--- src/rtl/mdu_pkg.sv ---
// Shared decode constants and enums for the iterative multiply/divide unit.
package mdu_pkg;

    localparam logic [5:0] F_MULT  = 6'b011000;
    localparam logic [5:0] F_MULTU = 6'b011001;
    localparam logic [5:0] F_DIV   = 6'b011010;
    localparam logic [5:0] F_DIVU  = 6'b011011;
    localparam logic [5:0] F_MFHI  = 6'b010000;
    localparam logic [5:0] F_MTHI  = 6'b010001;
    localparam logic [5:0] F_MFLO  = 6'b010010;
    localparam logic [5:0] F_MTLO  = 6'b010011;

    localparam logic [1:0] ALUOP_MDU = 2'b10;

    typedef enum logic [1:0] {IDLE, RUN, FIX} state_e;
    typedef enum logic [1:0] {MUL, MULU, DIV, DIVU} op_e;

    function automatic logic is_mdu_funct(input logic [5:0] f);
        return (f == F_MULT) || (f == F_MULTU) || (f == F_DIV)  || (f == F_DIVU) ||
               (f == F_MFHI) || (f == F_MTHI)  || (f == F_MFLO) || (f == F_MTLO);
    endfunction

endpackage

--- src/rtl/mdu_iter_step.sv ---
// One iteration of the MDU datapath: shift-add multiply or restoring divide.
// The divide branch exists only when MDU_DIV_EN is defined.
module mdu_iter_step
    import mdu_pkg::*;
#(
    parameter int WIDTH = 32
) (
    input  logic             div_i,
    input  logic [WIDTH-1:0] rem_i,
    input  logic [WIDTH-1:0] quo_i,
    input  logic [WIDTH-1:0] opnd_i,
    output logic [WIDTH-1:0] rem_o,
    output logic [WIDTH-1:0] quo_o
);

    logic [WIDTH:0] sum;

`ifdef MDU_DIV_EN
    logic [WIDTH:0] shifted;
`else
    logic unused_div;
    assign unused_div = div_i;
`endif

    always_comb begin
        // Multiply: {rem,quo} holds {partial product, remaining multiplier bits}.
        sum   = {1'b0, rem_i} + {1'b0, (quo_i[0] ? opnd_i : {WIDTH{1'b0}})};
        rem_o = sum[WIDTH:1];
        quo_o = {sum[0], quo_i[WIDTH-1:1]};
`ifdef MDU_DIV_EN
        shifted = {rem_i, quo_i[WIDTH-1]};
        if (div_i) begin
            if (shifted >= {1'b0, opnd_i}) begin
                rem_o = WIDTH'(shifted - {1'b0, opnd_i});
                quo_o = {quo_i[WIDTH-2:0], 1'b1};
            end else begin
                rem_o = shifted[WIDTH-1:0];
                quo_o = {quo_i[WIDTH-2:0], 1'b0};
            end
        end
`endif
    end

endmodule

--- src/rtl/mdu_unit.sv ---
// Iterative multiply/divide unit with HI/LO registers and a busy/stall handshake.
// Divider datapath is present only when MDU_DIV_EN is defined.
//
// state | meaning
// IDLE  | ready; accepts mult/div and mthi/mtlo
// RUN   | one multiply/divide iteration per cycle
// FIX   | apply signs, write HI/LO, pulse done
module mdu_unit
    import mdu_pkg::*;
#(
    parameter int WIDTH = 32
) (
    input  logic             clk,
    input  logic             rst_n,
    input  logic             start,
    input  logic [1:0]       ALUop,
    input  logic [5:0]       funct,
    input  logic [WIDTH-1:0] a,
    input  logic [WIDTH-1:0] b,
    output logic [WIDTH-1:0] result,
    output logic [WIDTH-1:0] hi,
    output logic [WIDTH-1:0] lo,
    output logic             busy,
    output logic             done,
    output logic             stall,
    output logic             unsupported
);

    localparam int CW = $clog2(WIDTH);

    state_e           state_q, state_d;
    op_e              op_q, op_d;
    logic [CW-1:0]    count_q, count_d;
    logic [WIDTH-1:0] rem_q, rem_d, quo_q, quo_d, opnd_q, opnd_d;
    logic [WIDTH-1:0] hi_q, hi_d, lo_q, lo_d;
    logic             neg_q, neg_d, neg_rem_q, neg_rem_d, div0_q, div0_d;
    logic             done_q, done_d;

    logic             mdu_sel, is_mul, is_div, div_ok, accept, signed_op, a_neg, b_neg;
    logic [WIDTH-1:0] a_mag, b_mag, step_rem, step_quo, quo_fix, rem_fix;
    logic [2*WIDTH-1:0] prod_fix;

    assign mdu_sel   = start && (ALUop == ALUOP_MDU);
    assign is_mul    = (funct == F_MULT) || (funct == F_MULTU);
    assign is_div    = (funct == F_DIV) || (funct == F_DIVU);
    assign signed_op = (funct == F_MULT) || (funct == F_DIV);
    assign a_neg     = signed_op && a[WIDTH-1];
    assign b_neg     = signed_op && b[WIDTH-1];
    assign a_mag     = a_neg ? -a : a;
    assign b_mag     = b_neg ? -b : b;

`ifdef MDU_DIV_EN
    assign div_ok      = is_div;
    assign unsupported = 1'b0;
`else
    assign div_ok      = 1'b0;
    assign unsupported = mdu_sel && is_div;
`endif

    assign accept = mdu_sel && (state_q == IDLE) && (is_mul || div_ok);

    mdu_iter_step #(.WIDTH(WIDTH)) u_step (
        .div_i  ((op_q == DIV) || (op_q == DIVU)),
        .rem_i  (rem_q),
        .quo_i  (quo_q),
        .opnd_i (opnd_q),
        .rem_o  (step_rem),
        .quo_o  (step_quo)
    );

    always_comb begin
        state_d   = state_q;
        op_d      = op_q;
        count_d   = count_q;
        rem_d     = rem_q;
        quo_d     = quo_q;
        opnd_d    = opnd_q;
        neg_d     = neg_q;
        neg_rem_d = neg_rem_q;
        div0_d    = div0_q;
        hi_d      = hi_q;
        lo_d      = lo_q;
        done_d    = 1'b0;

        prod_fix = neg_q ? -{rem_q, quo_q} : {rem_q, quo_q};
        quo_fix  = neg_q ? -quo_q : quo_q;
        rem_fix  = neg_rem_q ? -rem_q : rem_q;

        unique case (state_q)
            IDLE: begin
                if (accept) begin
                    state_d   = RUN;
                    count_d   = '0;
                    rem_d     = '0;
                    quo_d     = is_mul ? b_mag : a_mag;
                    opnd_d    = is_mul ? a_mag : b_mag;
                    neg_d     = a_neg ^ b_neg;
                    neg_rem_d = a_neg;
                    div0_d    = is_div && (b == '0);
                    case (funct)
                        F_MULT:  op_d = MUL;
                        F_MULTU: op_d = MULU;
                        F_DIV:   op_d = DIV;
                        default: op_d = DIVU;
                    endcase
                end else if (mdu_sel && (funct == F_MTHI)) begin
                    hi_d = a;
                end else if (mdu_sel && (funct == F_MTLO)) begin
                    lo_d = a;
                end
            end
            RUN: begin
                rem_d   = step_rem;
                quo_d   = step_quo;
                count_d = count_q + 1'b1;
                if (count_q == CW'(WIDTH - 1)) state_d = FIX;
            end
            FIX: begin
                state_d = IDLE;
                done_d  = 1'b1;
                if ((op_q == MUL) || (op_q == MULU)) begin
                    {hi_d, lo_d} = prod_fix;
                end else begin
                    // A zero divisor leaves |a| in the remainder, so the sign fix restores a.
                    hi_d = rem_fix;
                    lo_d = div0_q ? {WIDTH{1'b1}} : quo_fix;
                end
            end
            default: state_d = IDLE;
        endcase
    end

    always_ff @(posedge clk or negedge rst_n) begin
        if (!rst_n) begin
            state_q   <= IDLE;
            op_q      <= MUL;
            count_q   <= '0;
            rem_q     <= '0;
            quo_q     <= '0;
            opnd_q    <= '0;
            neg_q     <= 1'b0;
            neg_rem_q <= 1'b0;
            div0_q    <= 1'b0;
            hi_q      <= '0;
            lo_q      <= '0;
            done_q    <= 1'b0;
        end else begin
            state_q   <= state_d;
            op_q      <= op_d;
            count_q   <= count_d;
            rem_q     <= rem_d;
            quo_q     <= quo_d;
            opnd_q    <= opnd_d;
            neg_q     <= neg_d;
            neg_rem_q <= neg_rem_d;
            div0_q    <= div0_d;
            hi_q      <= hi_d;
            lo_q      <= lo_d;
            done_q    <= done_d;
        end
    end

    assign hi    = hi_q;
    assign lo    = lo_q;
    assign busy  = (state_q != IDLE);
    assign done  = done_q;
    assign stall = busy && mdu_sel && is_mdu_funct(funct);

    always_comb begin
        result = '0;
        if (ALUop == ALUOP_MDU) begin
            if (funct == F_MFHI)      result = hi_q;
            else if (funct == F_MFLO) result = lo_q;
        end
    end

endmodule

--- config.mk ---
export PLATFORM = sky130hd
export DESIGN_NAME = mdu_unit
export DESIGN_NICKNAME = d
export VERILOG_FILES = /design/src/rtl/mdu_pkg.sv /design/src/rtl/mdu_iter_step.sv /design/src/rtl/mdu_unit.sv
export SDC_FILE = /design/constraint.sdc
export NUM_CORES = 1
export LEC_CHECK = 0
export ABC_CLOCK_PERIOD_IN_PS = 3800
export CORE_MARGIN = 3
export CORE_UTILIZATION = 45
export DETAILED_ROUTE_END_ITERATION = 16
export GPL_TIMING_DRIVEN = 0
export PLACE_DENSITY = 0.68
export REMOVE_ABC_BUFFERS = 1
export SYNTH_ARGS = -nofsm -noshare
export SYNTH_HDL_FRONTEND = slang
export SYNTH_SLANG_ARGS = --single-unit
--- constraint.sdc ---
create_clock -name clk -period 3.8 [get_ports clk]
set_clock_uncertainty 0.1 [all_clocks]
set_input_delay 0.38 -clock clk [delete_from_list [all_inputs] [get_ports clk]]
set_output_delay 0.38 -clock clk [all_outputs]
set_load 0.01 [all_outputs]
# Yosys cells after proc, flatten, opt, wreduce, memory -nomap -nowiden
# Cells that the tools add are included.
# word_totals
reg_bits	173
inputBits	75
out_inout_bits	100
# classes
n_addsub	7
n_eq_ne	19
muxes	32
n_bitwise	1
reduce_logical	32
# ops
cell	count
2-to-1 mux 32 bit	20
case mux 32 bit (2 select lines)	4
negation 32 bit	4
2-to-1 mux 64 bit	1
negation 64 bit	1
equality test 6 x 5 -> 1 bit (second input constant)	8
adder 32 x 32 -> 33 bit	1
zero test 32 bit	1
logical AND 1 bit	11
logical OR 1 bit	10
case mux 5 bit (2 select lines)	1
!= test 2 bit (second input constant)	4
case mux 2 bit (3 select lines)	1
AND reduction 2 bit	3
nonzero test 2 bit	3
adder 5 x 1 -> 5 bit (second input constant)	1
equality test 5 bit (second input constant)	1
2-to-1 mux 5 bit	1
equality test 2 x 1 -> 1 bit (second input constant)	2
equality test 2 bit (second input constant)	2
zero test 2 bit	2
2-to-1 mux 2 bit	2
!= test 2 x 1 -> 1 bit (second input constant)	2
case mux 2 bit (2 select lines)	1
other kinds (4)	4

# Depth between registers and ports, before layout
# depth
ltp_word	9
mapped_depth	13
mapped_depth_nobuf	12

# Hierarchy
# Synthesis repeated with hierarchy kept, for this count alone.
# unflattened
hier_cells	1702
hier_area_um2	13462.9
# modules_own_cells
mod	n_inst	cells_per_inst	area_each_um2	seq_area_each_um2
mdu_unit	1	1349	11034.3	4304.1
mdu_iter_step	1	353	2428.6	0.0

# Worst setup path before layout
# No wires, ideal clock.
# synth_timing
kind	register to register
from	register quo_q[0]
to	register rem_q[16]
arrival_time_ps	2903
required_time_ps	3631
slack_ps	728
path_stages_with_launch	13
n_path_buf	2
period_less_slack_ps	3072
cell_sequence	dfrtp_1 -> clkbuf_1 -> clkbuf_1 -> and2_1 -> ha_1 -> a21o_1 -> a31oi_1 -> a21o_1 -> nand2_1 -> a2111oi_0 -> nor4_1 -> or4_1 -> nand3_1
# synth_between
elab_chain_cells	3
# synth_rtl
item	line	source
start, declared	mdu_unit.sv:34	logic [WIDTH-1:0] rem_q, rem_d, quo_q, quo_d, opnd_q, opnd_d;
start signal, assigned	mdu_unit.sv:152	quo_q <= quo_d;
2-to-1 mux 32 bit	mdu_iter_step.sv:27	sum = {1'b0, rem_i} + {1'b0, (quo_i[0] ? opnd_i : {WIDTH{1'b0}})};
adder 32 x 32 -> 33 bit	mdu_iter_step.sv:27	
case mux 32 bit (2 select lines)	mdu_unit.sv:89	unique case (state_q)
end signal, assigned	mdu_unit.sv:151	rem_q <= rem_d;
end, declared	mdu_unit.sv:34	
# Every way passes these cells.
# A chain may end at the register's enable or synchronous reset.

# Worst setup path after layout
# layout_timing
from	register quo_q[24]
to	register hi_q[9], in the netlist hi[9]
# layout_between
elab_chain_cells	4
# layout_rtl
item	line	source
negation 64 bit	mdu_unit.sv:85	prod_fix = neg_q ? -{rem_q, quo_q} : {rem_q, quo_q};
2-to-1 mux 64 bit	mdu_unit.sv:85	
2-to-1 mux 32 bit	mdu_unit.sv:121	if ((op_q == MUL) || (op_q == MULU)) begin
case mux 32 bit (2 select lines)	mdu_unit.sv:89	
end signal, assigned	mdu_unit.sv:157	hi_q <= hi_d;
end, declared	mdu_unit.sv:35	logic [WIDTH-1:0] hi_q, hi_d, lo_q, lo_d;
# Every way passes these cells.

==> summary.md <==
| Metric | Value |
|---|---|
| Die Wd | 172 um |
| Vias per Instance | 5.96 |
| Layout cells sized above 1 | 4.51% |
| Initial Util | 45.9% |
| Final worst slack | 0.158 ns |
| Share of flip-flops with an asynchronous set or reset | 100% |
| CP max stage cell | nor4_1 |
| Post-synthesis sequential area ratio | 34.6% |
| Core area | 27100 um^2 |
| Chip height | 172 um |
| Slew margin rel. | 12.0% |
| Min Clock Period, post-route | 3.64 ns |
| GRT overflow | 0 |
| Clock latency on the worst-skew pair | 0.44 ns |
| Vias in the first global route | 11900 |
| Root Driver | clkbuf_16 |
| Max-Cap Viols | 0 |
| I/O Buffers | 174 |
| Finished Layout Cells | 2060 |
| Max Fclk | 275 MHz |
| Total GRT Usage | 28.1% |
| Setup bufs post-CTS | 0 |
| Num rows | 60 |
| Crit. End Element | flop |
| YS warnings | 0 |
| Initial antenna violation count | 2 |
| Net count reported at finish | 1788 |
| Post-synth EDFFs | 0 |
| Unrepaired setup endpoints after global routing | no |
| Placed insts | 2026 |
| Routed WL | 42000 um |
| Slew Limit Fails | 0 |
| Measured slew at the worst slew-check pin | 1.32 ns |
| Via count | 12300 |
| Number of DRC markers in iteration 0 | 1125 |
| Area Overhead vs Synth | 21.3% |
| Most frequent cells in the layout | 172 x clkdlybuf4s50_1, 171 x dfrtp_1, 170 x o21ai_0 |
| First-pass GRT wire length | 65200 um |
| Syn Area/Cell | 7.91 um^2 |
| CP peak stage delay | 0.96 ns |
| DR DRC count | 0 |
| Pleak | 6.05 nW |
| Post-synthesis cell area | 12400 um^2 |
| Crit-path max FO | 6 |
| Die ar. | 29700 um^2 |
| Post-placement setup slack | -0.652 ns |
| Largest net degree at the start of global routing | 96 |
| CP Launch Type | flop |
| Yosys cell types | 80 |
| Clock transition at path regs | 0.07 ns |
| CTS max path bufs | 2 |
| CTS buffer count | 17 |
| Period utilisation layout | 95.8% |
| Hold Violations, Final | 0 |
| GPL Wtd Cong | 0.930 |
| Leading cell type in the layout, fill and taps excluded | clkdlybuf4s50_1 |
| H-tree Lvls | 4 |
| Critical path class | reg2reg |
| CP required | 3.99 ns |
| Antenna Violating Nets Remaining | 0 |
| Setup violations, final | 0 |
| Synth Instances | 1574 |
| Post-synthesis register bit count | 172 |
| Clock sinks | 172 |
| Drt pass-1 iters | 7 |
| Max VDD drop | 0.295 mV |
| Status | completed |
| Worst hold slack | 0.375 ns |
| Critical path cell sequence | or3_1 > nor4_1 > nand4bb_4 > a211o_1 > a211oi_2 > nor2_1 > xnor2_1 > a21oi_1 |
| PD cells | 500 nW/um^2 |
| Arr. time, crit path | 3.83 ns |
| Detailed Place HPWL | 30900 um |
| TritonCTS clock tree | done |
| Post-DR wirelength/cell | 20.4 um |
| Io pins | 175 |
| Tightest Hold Check Type | reg2reg |
| Predominant post-synthesis flop cell | dfrtp_1 |
| Final core occ | 55.7% |
-- where the power goes --
part           switching (W)  internal [W]
clock network       0.000845       0.00102
logic                0.00164       0.00115
registers           0.000708       0.00218
-- layout make-up --
type | instances | area (um^2)
antenna | 1 | 2.50
sequential | 172 | 4310
tap | 372 | 465
multi-input combinational | 1267 | 7700
clock buffer | 18 | 439
timing repair buffer | 180 | 1870
fill | 2539 | 12000
inverter | 36 | 140
clock inverter | 14 | 174
-- routing by layer --
metal | vias to the layer above | global-route usage [%] | part of all wire (%)
met5 | - | 0 | 0
met4 | 0 | 8.78 | 2.8
met3 | 67 | 4.78 | 6.9
met2 | 456 | 45.8 | 47
met1 | 5887 | 38.3 | 44
li1 | 5864 | - | -
-- registers in the layout (all words and copies together) (netlist names) --
name / flops
div0_q: 1
rem_q: 32
done: 1
state_q: 2
neg_q: 1
op_q: 1
lo: 32
count_q: 5
opnd_q: 32
neg_rem_q: 1
quo_q: 32
hi: 32
-- cell families after synthesis --
| family | count (synthesis) | share of synthesized area (%) |
|---|---|---|
| compound gates | 523 | 25.5 |
| simple gates | 568 | 22.1 |
| fa+ha+maj | 39 | 3.98 |
| mux | 11 | 0.894 |
| flops | 172 | 34.6 |
| buf+inv | 135 | 4.08 |
| xor+xnor | 126 | 8.86 |
-- Yosys cell counts, drive strengths merged, types with 12 or more instances --
master,n,share of area (%)
a22oi,38,2.3
a21o,17,1.0
ha,38,3.8
xnor2,98,6.9
o31ai,21,1.3
nand3,51,2.1
o21ai,194,7.8
dfrtp,172,35
nand2,155,4.7
inv,35,1.1
clkbuf,95,2.9
nand2b,16,0.80
or4,12,0.78
nor4,18,1.0
xor2,28,2.0
o22ai,42,2.2
or3,14,0.70
nor2,169,5.1
nor3,39,1.6
a31oi,18,0.90
and2,42,2.1
a21oi,123,4.9
-- worst max-delay path, delay by kind of cell, from the launching register on --
family	cells	cell delay, ns
AO/OA/AOI/OAI	3	0.90
AND/OR/NAND/NOR	4	1.79
XOR/XNOR	1	0.26
flip-flops	1	0.44
-- worst paths after layout --
kind	from	end	slack, ns	depth (start not counted)
max in group asynchronous	rst_n	neg_rem_q$_DFFE_PN0P_	2.28	3
min reg2reg	opnd_q[22]$_DFFE_PN0P_	opnd_q[22]$_DFFE_PN0P_	0.38	2
max reg2reg	quo_q[24]$_DFFE_PN0P_	hi[9]$_DFFE_PN0P_	0.16	8
min in group asynchronous	rst_n	opnd_q[8]$_DFFE_PN0P_	0.41	2
min	opnd_q[22]$_DFFE_PN0P_	opnd_q[22]$_DFFE_PN0P_	0.38	2
max	quo_q[24]$_DFFE_PN0P_	hi[9]$_DFFE_PN0P_	0.16	8
-- metrics by stage --
stage,cell area [um^2],setup TNS [ns],power [W]
floorplan,12100,0,0.00454
global placement,14300,-1254.79,0.00556
detailed placement,14400,-32.47,0.00563
CTS,15100,0,0.00751
global route,15100,0,0.00799
finish,15100,0,0.00755
-- repair_timing --
action,in CTS,in global routing
endpoints found under the setup margin,80,64
resized for setup,6,6
hold buffers,1,0
endpoints found under the hold margin,86,0
Note: power is estimated with default switching activity, not from simulation.
